<file path="src/rtl/scalar_fu_scoreboard.sv">
// Scoreboard issue controller for the scalar ALU / LD_ST / BRANCH units.
// Holds one status row per FU plus a register result-status table; gates operand read and writeback.
module scalar_fu_scoreboard #(
  parameter int NUM_FU = 3,
  parameter int REG_W  = 5,
  parameter int NREGS  = 32
) (
  input  logic                      clk_i,
  input  logic                      rst_ni,
  input  logic                      disp_valid_i,
  input  logic [1:0]                disp_fu_i,
  input  logic [REG_W-1:0]          disp_rd_i,
  input  logic [REG_W-1:0]          disp_rs1_i,
  input  logic [REG_W-1:0]          disp_rs2_i,
  input  logic                      disp_wen_i,
  output logic                      disp_ready_o,
  output logic [NUM_FU-1:0]         fu_start_o,
  output logic [NUM_FU*REG_W-1:0]   fu_rd_o,
  output logic [NUM_FU*2*REG_W-1:0] fu_rs_o,
  input  logic [NUM_FU-1:0]         wb_req_i,
  output logic [NUM_FU-1:0]         wb_grant_o,
  output logic [NUM_FU-1:0]         fu_busy_o,
  input  logic                      flush_i
);
  localparam int FU_S_W = 2;
  localparam int FU_LIM = 1 << FU_S_W;

  typedef enum logic [1:0] {
    ROW_IDLE = 2'd0,
    ROW_WAIT = 2'd1,
    ROW_EXEC = 2'd2
  } row_st_e;

  logic [REG_W-1:0]  r_v  [NUM_FU];
  logic [REG_W-1:0]  r1_v [NUM_FU];
  logic [REG_W-1:0]  r2_v [NUM_FU];
  logic [NUM_FU-1:0] rdy1_v, rdy2_v, wait_v, exec_v, idle_v;
  logic [NUM_FU-1:0] war_blk, elig, grant_c;
  logic [FU_LIM-1:0] gnt_ext, idle_ext;
  logic              gnt_found;

  logic              rstat_valid_q [NREGS];
  logic              rstat_valid_d [NREGS];
  logic [FU_S_W-1:0] rstat_fu_q    [NREGS];
  logic [FU_S_W-1:0] rstat_fu_d    [NREGS];

  logic fu_legal, accept, src1_rdy, src2_rdy;

  assign gnt_ext  = FU_LIM'(grant_c);
  assign idle_ext = FU_LIM'(idle_v);
  assign fu_legal = (int'(disp_fu_i) < NUM_FU);

  // A result being retired this cycle still counts as pending for the WAW check.
  assign disp_ready_o = !flush_i && fu_legal && idle_ext[disp_fu_i] &&
                        !(disp_wen_i && (disp_rd_i != '0) && rstat_valid_q[disp_rd_i]);
  assign accept = disp_valid_i && disp_ready_o;

  assign src1_rdy = (disp_rs1_i == '0) || !rstat_valid_q[disp_rs1_i] ||
                    gnt_ext[rstat_fu_q[disp_rs1_i]];
  assign src2_rdy = (disp_rs2_i == '0) || !rstat_valid_q[disp_rs2_i] ||
                    gnt_ext[rstat_fu_q[disp_rs2_i]];

  for (genvar gi = 0; gi < NUM_FU; gi++) begin : g_row
    row_st_e           st_q, st_d;
    logic [REG_W-1:0]  r_q, r1_q, r2_q;
    logic [FU_S_W-1:0] t1_q, t2_q;
    logic              rdy1_q, rdy2_q;
    logic              sel, start_c, busy_c;

    assign sel = accept && (disp_fu_i == FU_S_W'(gi));

    always_ff @(posedge clk_i or negedge rst_ni) begin
      if (!rst_ni) st_q <= ROW_IDLE;
      else         st_q <= st_d;
    end

    always_comb begin
      st_d = st_q;
      if (flush_i) begin
        st_d = ROW_IDLE;
      end else begin
        case (st_q)
          ROW_IDLE: if (sel) st_d = ROW_WAIT;
          ROW_WAIT: if (rdy1_q && rdy2_q) st_d = ROW_EXEC;
          ROW_EXEC: if (grant_c[gi]) st_d = ROW_IDLE;
          default:  st_d = ROW_IDLE;
        endcase
      end
    end

    always_comb begin
      start_c = 1'b0;
      busy_c  = 1'b0;
      case (st_q)
        ROW_WAIT: begin
          busy_c  = 1'b1;
          start_c = !flush_i && rdy1_q && rdy2_q;
        end
        ROW_EXEC: busy_c = 1'b1;
        default:  ;
      endcase
    end

    // Operand flags wake up on the producer's grant; a fresh dispatch reloads the row.
    always_ff @(posedge clk_i or negedge rst_ni) begin
      if (!rst_ni) begin
        r_q    <= '0;
        r1_q   <= '0;
        r2_q   <= '0;
        t1_q   <= '0;
        t2_q   <= '0;
        rdy1_q <= 1'b0;
        rdy2_q <= 1'b0;
      end else if (!flush_i) begin
        if (sel) begin
          r_q    <= disp_wen_i ? disp_rd_i : '0;
          r1_q   <= disp_rs1_i;
          r2_q   <= disp_rs2_i;
          t1_q   <= rstat_fu_q[disp_rs1_i];
          t2_q   <= rstat_fu_q[disp_rs2_i];
          rdy1_q <= src1_rdy;
          rdy2_q <= src2_rdy;
        end else begin
          if (!rdy1_q && gnt_ext[t1_q]) rdy1_q <= 1'b1;
          if (!rdy2_q && gnt_ext[t2_q]) rdy2_q <= 1'b1;
        end
      end
    end

    assign fu_start_o[gi]                    = start_c;
    assign fu_busy_o[gi]                     = busy_c;
    assign fu_rd_o[gi*REG_W +: REG_W]        = r_q;
    assign fu_rs_o[gi*2*REG_W +: 2*REG_W]    = {r1_q, r2_q};
    assign r_v[gi]    = r_q;
    assign r1_v[gi]   = r1_q;
    assign r2_v[gi]   = r2_q;
    assign rdy1_v[gi] = rdy1_q;
    assign rdy2_v[gi] = rdy2_q;
    assign wait_v[gi] = (st_q == ROW_WAIT);
    assign exec_v[gi] = (st_q == ROW_EXEC);
    assign idle_v[gi] = (st_q == ROW_IDLE);
  end

  // A writer must wait while any waiting row still has to read the old value of its register.
  always_comb begin
    war_blk = '0;
    for (int k = 0; k < NUM_FU; k++) begin
      for (int j = 0; j < NUM_FU; j++) begin
        if (j != k && wait_v[j] && (r_v[k] != '0) &&
            ((r1_v[j] == r_v[k] && rdy1_v[j]) || (r2_v[j] == r_v[k] && rdy2_v[j])))
          war_blk[k] = 1'b1;
      end
    end
  end

  assign elig = exec_v & wb_req_i & ~war_blk;

  always_comb begin
    grant_c   = '0;
    gnt_found = 1'b0;
    if (!flush_i) begin
      for (int k = 0; k < NUM_FU; k++) begin
        if (elig[k] && !gnt_found) begin
          grant_c[k] = 1'b1;
          gnt_found  = 1'b1;
        end
      end
    end
  end

  assign wb_grant_o = grant_c;

  always_comb begin
    for (int i = 0; i < NREGS; i++) begin
      rstat_valid_d[i] = rstat_valid_q[i];
      rstat_fu_d[i]    = rstat_fu_q[i];
    end
    if (flush_i) begin
      for (int i = 0; i < NREGS; i++) rstat_valid_d[i] = 1'b0;
    end else begin
      for (int k = 0; k < NUM_FU; k++) begin
        if (grant_c[k] && (r_v[k] != '0) && (rstat_fu_q[r_v[k]] == FU_S_W'(k)))
          rstat_valid_d[r_v[k]] = 1'b0;
      end
      if (accept && disp_wen_i && (disp_rd_i != '0)) begin
        rstat_valid_d[disp_rd_i] = 1'b1;
        rstat_fu_d[disp_rd_i]    = disp_fu_i;
      end
    end
  end

  always_ff @(posedge clk_i or negedge rst_ni) begin
    if (!rst_ni) begin
      for (int i = 0; i < NREGS; i++) begin
        rstat_valid_q[i] <= 1'b0;
        rstat_fu_q[i]    <= '0;
      end
    end else begin
      for (int i = 0; i < NREGS; i++) begin
        rstat_valid_q[i] <= rstat_valid_d[i];
        rstat_fu_q[i]    <= rstat_fu_d[i];
      end
    end
  end

endmodule

</file>
<file path="config.mk">
export PLATFORM = sky130hd
export DESIGN_NAME = scalar_fu_scoreboard
export DESIGN_NICKNAME = d
export VERILOG_FILES = /design/src/rtl/scalar_fu_scoreboard.sv
export SDC_FILE = /design/constraint.sdc
export NUM_CORES = 1
export LEC_CHECK = 0
export CAP_MARGIN = 15
export CORE_MARGIN = 4
export CORE_UTILIZATION = 55
export CTS_BUF_LIST = sky130_fd_sc_hd__clkbuf_8
export DETAILED_ROUTE_END_ITERATION = 6
export HOLD_SLACK_MARGIN = 0.1
export PLACE_DENSITY = 0.8
export SLEW_MARGIN = 0
export SYNTH_ARGS = -nofsm -noshare
export SYNTH_HDL_FRONTEND = slang
export SYNTH_SLANG_ARGS = --single-unit
</file>
<file path="constraint.sdc">
create_clock -name clk_i -period 4.3 [get_ports clk_i]
set_clock_uncertainty 0.1 [all_clocks]
set_input_delay 1.075 -clock clk_i [delete_from_list [all_inputs] [get_ports clk_i]]
set_output_delay 1.075 -clock clk_i [all_outputs]
set_load 0.05 [all_outputs]
</file>
## Word-level counts from Yosys, hierarchy flattened

Index checks and enable logic that the tools add are counted.

- Bitwise gates (word level): 17
- Order comparisons: 20
- Add/sub/neg operators: 0
- Reduce and logical (&&, ||, !) cells: 117
- Shift-type cells: 0
- Div/mod/pow operators: 0
- Equality and inequality tests: 31
- Muxes and demuxes: 108
- Multipliers: 0

Operators by type and width:

| operator | count |
|---|---|
| 2-to-1 mux 32 bit | 8 |
| AND 32 bit | 3 |
| NOT 32 bit | 3 |
| bitwise mux 64 bit | 1 |
| logical AND 1 bit | 62 |
| == test 5 bit | 12 |
| binary-select mux 2 bit (select 5 bit) | 5 |
| 2-to-1 mux 1 bit | 49 |
| 2-to-1 mux 2 bit | 23 |
| >= comparator 6 bit, second input constant | 6 |
| NOT 5 -> 6 bit | 6 |
| OR 32 bit | 1 |
| less-than comparator 2 x 3 -> 1 bit, second input constant | 9 |
| inequality test 3 x 2 -> 1 bit, second input constant | 9 |
| less-than comparator 6 x 1 -> 1 bit, second input constant | 4 |
| demux 1 bit (select 5 bit) | 4 |
| AND reduction 2 bit | 10 |
| nonzero test 5 bit | 4 |
| binary-select mux 1 bit (select 2 bit) | 9 |
| case mux 2 bit (3 select lines) | 3 |
| binary-select mux 1 bit (select 5 bit) | 3 |
| logical NOT 1 bit | 12 |
| nonzero test 2 bit | 6 |
| demux 2 bit (select 5 bit) | 1 |
| other kinds (13) | 40 |

- Output and inout port bits: 55
- ROM bits: 0
- Memories: 0
- Flip-flop bits (word level): 165
- Bits in writable memories: 0
- Input bits: 25
- Logic and storage cells: 381
- Bits in latches: 0

## Longest topological paths before layout

- Depth in word-level cells: 31
- Depth in mapped cells: 14
- Gate-level depth less buffers: 10

## Worst setup path before layout

Ideal clock, no wire load.

- Path kind: input port to output port
- Start: input port disp_rd_i[1]
- End: output port disp_ready_o
- Arrival: 3.248 ns
- Path buffers: 1
- Path slack: -0.123 ns
- Required time: 3.125 ns
- Stages on the path: 7
- Path through: buf_2 mux2i_1 o22ai_1 nor3_1 a21o_1 a31o_4 nor3b_1

- Longest elaborated chain between the ends: 7
- Elaborated cells between the ends (all ways): 9
- Classes of those cells: 3 x mux; 1 x bitwise; 5 x reduce/logical

Ends and longest elaborated chain:

| what | line | text |
|---|---|---|
| start, declared | 12 | `input logic [REG_W-1:0] disp_rd_i,` |
| NOT 5 -> 6 bit (not written as such) | 55 | `!(disp_wen_i && (disp_rd_i != '0) && rstat_valid_q[disp_rd_i]);` |
| binary-select mux 1 bit (select 5 bit) | 55 |  |
| 2-to-1 mux 1 bit (not written as such) (2 in a row) | 55 |  |
| logical AND 1 bit * | 55 |  |
| logical NOT 1 bit * | 55 |  |
| logical AND 1 bit * | 54 | `assign disp_ready_o = !flush_i && fu_legal && idle_ext[disp_fu_i] &&` |
| end, declared | 16 | `output logic disp_ready_o,` |

Mark *: on every way between the ends. The rest lies on a longest branch, timed or not. The select of a mux whose other input is x is not followed.

## Final worst setup path

- Start: register g_row[0].r_q[3]
- End: output port wb_grant_o[0]

- Longest elaborated chain between the ends: 10
- Elaborated cells between the ends (all ways): 21
- Classes of those cells: 4 x eq/ne; 4 x mux; 2 x bitwise; 11 x reduce/logical

Ends and longest elaborated chain:

| what | line | text |
|---|---|---|
| start, declared | 65 | `logic [REG_W-1:0] r_q, r1_q, r2_q;` |
| start signal, assigned | 116 | `r_q <= disp_wen_i ? disp_rd_i : '0;` |
| == test 5 bit | 150 | `((r1_v[j] == r_v[k] && rdy1_v[j]) \|\| (r2_v[j] == r_v[k] && rdy2_v[j])))` |
| logical AND 1 bit | 150 |  |
| logical OR 1 bit | 150 |  |
| logical AND 1 bit | 149 | `if (j != k && wait_v[j] && (r_v[k] != '0) &&` |
| 2-to-1 mux 1 bit | 149 |  |
| 2-to-1 mux 1 bit * | 149 |  |
| NOT 3 bit * | 156 | `assign elig = exec_v & wb_req_i & ~war_blk;` |
| AND 3 bit * | 156 |  |
| 2-to-1 mux 1 bit * | 163 | `if (elig[k] && !gnt_found) begin` |
| 2-to-1 mux 3 bit * | 161 | `if (!flush_i) begin` |
| end, declared | 21 | `output logic [NUM_FU-1:0] wb_grant_o,` |

Mark *: on every way between the ends. The rest lies on a longest branch, timed or not.

==> results.py <==
metrics = {
    "die": {
        "die_area_sq_um": 24190,
        "die_h_um": 155.5,
        "die_w_um": 155.5,
        "core_area_sq_um": 21220,
        "fp-row-count": 53,
        "ios": 80,
        "initial_core_util_pct": 56.41,
    },
    "yosys": {
        "syn-num-nets": 1264,
        "synth_cell_type_count": 71,
        "synth_warnings": 0,
        "synth_top_area_share_pct": 34.49,
        "ys_seq_area_share_pct": 34.49,
        "synth_edf_count": 0,
        "async_flop_share_pct": 100.0,
        "avgSynthCellArea_sq_um": 9.756,
        "syn-instance-count": 1227,
        "synth_adder_area_share_pct": 1.254,
        "synth-compound-area-share_pct": 12.98,
        "yosys.area_share.simple_pct": 18.14,
        "synthesis.area_sq_um": 11970,
        "synth_area_leaders": "dfrtp_1 (34%), mux4_2 (13%), mux2_2 (6.5%), nand2_1 (5.6%), mux2i_1 (3.9%)",
        "synth_top_family_by_area": "multiplexers",
        "ys.flop_type": "dfrtp_1",
        "synthMuxAreaShare_pct": 23.97,
        "synthXorXnorAreaFrac_pct": 4.390,
        "ys_seq_elements": 165,
        "yosys.area.top_type": "dfrtp_1",
    },
    "min_path": {
        "min_delay_path_depth": 0,
        "min_path_type": "flop to flop",
    },
    "clock_network": {
        "cts_setup_buffers": 0,
        "clock_latency_ns": 0.48,
        "h-tree-depth": 4,
        "clk_path_buf_depth": 2,
        "clock_sinks": 165,
        "numCtsBuffers": 17,
        "cts_tree": "done",
        "clk_transition_reported_paths_ns": 0.09,
        "cts_root_buffer": "clkbuf_8",
    },
    "sta": {
        "worst_slack_ns": 0.06077,
        "setup_viol": 0,
        "rsz0062_at_grt": "no",
        "max_freq_ghz": 0.2359,
        "min_period_ns": 4.239,
        "slew_headroom_pct": 28.01,
        "hold_violations": 0,
        "drv_slew": 0,
        "whs_ns": 0.3405,
        "worst_pin_slew_ns": 1.080,
        "fin_crit_sh_pct": 98.59,
    },
    "critical_path": {
        "start_kind": "flop",
        "timing.rr.start": "g_row[1].r_q[0]$_DFFE_PN0P_",
        "worstReg2RegEnd": "rstat_valid_q[24]$_DFF_PN0_",
        "critPathCaptureType": "primary output",
        "crit_required_ns": 3.12,
        "critPathKind": "flop to primary output",
        "arrival_ns": 3.06,
        "r2r_setup_slack_ns": 0.33,
        "crit_fanout": 14,
        "worst_r2r_path_depth": 8,
        "setup.worst_path.start": "g_row[0].r_q[3]$_DFFE_PN0P_",
        "critPathCapture": "wb_grant_o[0]",
    },
    "finish": {
        "num-nets-final": 1340,
        "layout_commonest_cell": "nand2_1",
        "final_cell_mix": "nand2_1 (180), dfrtp_1 (164), buf_4 (81)",
        "syn_to_final_growth_pct": 15.63,
        "insertedDiodeCount": 0,
        "drive_gt1_share_pct": 21.43,
        "nFillCells": 1696,
        "design_area_sq_um": 13840,
        "fin_util_pct": 65.22,
    },
    "job": {
        "maxCapViolCount": 0,
    },
    "global_routing": {
        "track_usage_pct": 35.97,
        "grt_overflow": 0,
        "grt_antenna_before_repair": 0,
        "grt_max_degree": 77,
        "grt_pass1_wl_um": 66270,
        "grt_pass1_vias": 10836,
    },
    "run_status": {
        "status": "complete, no violations",
    },
    "route": {
        "drc": 0,
        "wl_per_cell_um": 27.28,
        "drtIter0Drc": 1689,
        "postRouteAntennaNets": 0,
        "dr_total_vias": 11276,
        "firstDrtPassIters": 6,
        "avgViaCountPerCell": 7.087,
        "totalWireLength_um": 43400,
    },
    "placement": {
        "pre_cts_slack_ns": -0.07284,
        "gp_congestion": 1.057,
        "port_buffers": 79,
        "placed_area_sq_um": 13410,
        "place.detailed.hpwl_um": 31550,
    },
    "pwr": {
        "combPwrFrac_pct": 47.0,
        "switchingPower_mw": 3.145,
        "power.total_mw": 6.716,
        "p_clk_share_pct": 17.8,
        "power.density_nw_per_um2": 485.2,
        "internal_power_mw": 3.570,
        "p_sw_share_pct": 46.84,
        "peakVddDrop_uv": 250.8,
        "power_leakage_nw": 5.728,
        "seq_power_share_pct": 35.1,
    },
}
## layer usage
layer	GRT usage, %	vias to the layer above	share of wire (%)
li1	-	4680	-
met3	8.512	225	12
met5	0	-	0
met2	54.47	968	44
met1	47.56	5403	36
met4	20.93	0	7.6
## through the flow
stage,TNS [ns],instances
2_1_floorplan,0,1227
3_5_place_dp,-0.4679,1559
4_1_cts,0,1591
5_1_grt,0,1591
6_report,0,1591
3_3_place_gp,-0.03411,1559
## repair_timing
action,in CTS,in global routing
setup endpoints to repair,0,1
hold buffers,0,0
gates resized for setup,0,4
## cells by family after synthesis
kind of cell,after synthesis
and+or+nand+nor,445
AOI/OAI and AO/OA,221
muxes,192
DFF,165
buffers and inverters,132
xor gates and xnor gates,60
adders and majority gates,12
## worst min-delay path by stage
stage | from | end
global route | rstat_fu_q[62]$_DFFE_PN0P_ | rstat_fu_q[62]$_DFFE_PN0P_
floorplan | g_row[2].t1_q[0]$_DFFE_PN0P_ | g_row[2].t1_q[0]$_DFFE_PN0P_
finish | rstat_fu_q[62]$_DFFE_PN0P_ | rstat_fu_q[62]$_DFFE_PN0P_
global placement | rstat_fu_q[62]$_DFFE_PN0P_ | rstat_fu_q[62]$_DFFE_PN0P_
detailed placement | rstat_fu_q[62]$_DFFE_PN0P_ | rstat_fu_q[62]$_DFFE_PN0P_
CTS | rstat_fu_q[62]$_DFFE_PN0P_ | rstat_fu_q[62]$_DFFE_PN0P_
## cells in the mapped netlist (5+ instances only)
master and count:
buf_2 22, mux4_2 68, nand2_1 180, clkbuf_1 61, dfrtp_1 165, nor3_1 77
nor3b_1 12, o311a_1 7, mux2_2 69, mux2_1 8, o21ai_0 53, inv_1 23
nand3b_1 7, o211ai_1 7, o22ai_1 22, nand4_1 13, o31ai_1 11, buf_4 11
o221ai_1 17, buf_1 13, nor4_1 6, xor2_1 16, or3_1 12, a21oi_1 17
a211oi_1 9, ha_1 12, a32oi_1 5, nand2b_1 10, nor2_1 49, mux2i_1 47
o21bai_1 21, a31oi_1 9, nor2b_1 29, nand3_1 19, xnor2_1 44, o311ai_0 5
## registers in the layout, indices dropped and copies added (netlist names), 6 cells and up
signal,count
g_row.st_q,6
g_row.t1_q,6
rstat_fu_q,64
g_row.r_q,15
rstat_valid_q,32
g_row.r2_q,15
g_row.r1_q,15
g_row.t2_q,6
## critical path, cell delays in order, from the launching register on
cell	delay, ns
dfrtp_1	0.64
or3_1	0.60
nor3_1	0.35
o211a_1	0.36
nand2_1	0.20
inv_1	0.27
buf_12	0.18
## power groups by stage
stage | Sequential (mW) | Clock (mW) | Combinational (mW)
floorplan | 2.65 | 0 | 1.71
global route | 2.39 | 1.28 | 3.32
CTS | 2.34 | 1.21 | 3.11
finish | 2.36 | 1.20 | 3.16
detailed placement | 2.37 | 0 | 3.10
global placement | 2.35 | 0 | 3.05
## layout make-up
cell class	count	area, sq um	area share, %
clock inverters	14	171.4	1.238
well taps	275	344.1	2.486
repair buffers	165	1565	11.31
flip-flops and latches	165	4130	29.84
clock buffers	18	247.7	1.790
multi-input cells	930	7292	52.68
inverters	24	90.09	0.6509
No activity file was read; power rests on OpenSTA's default activity.
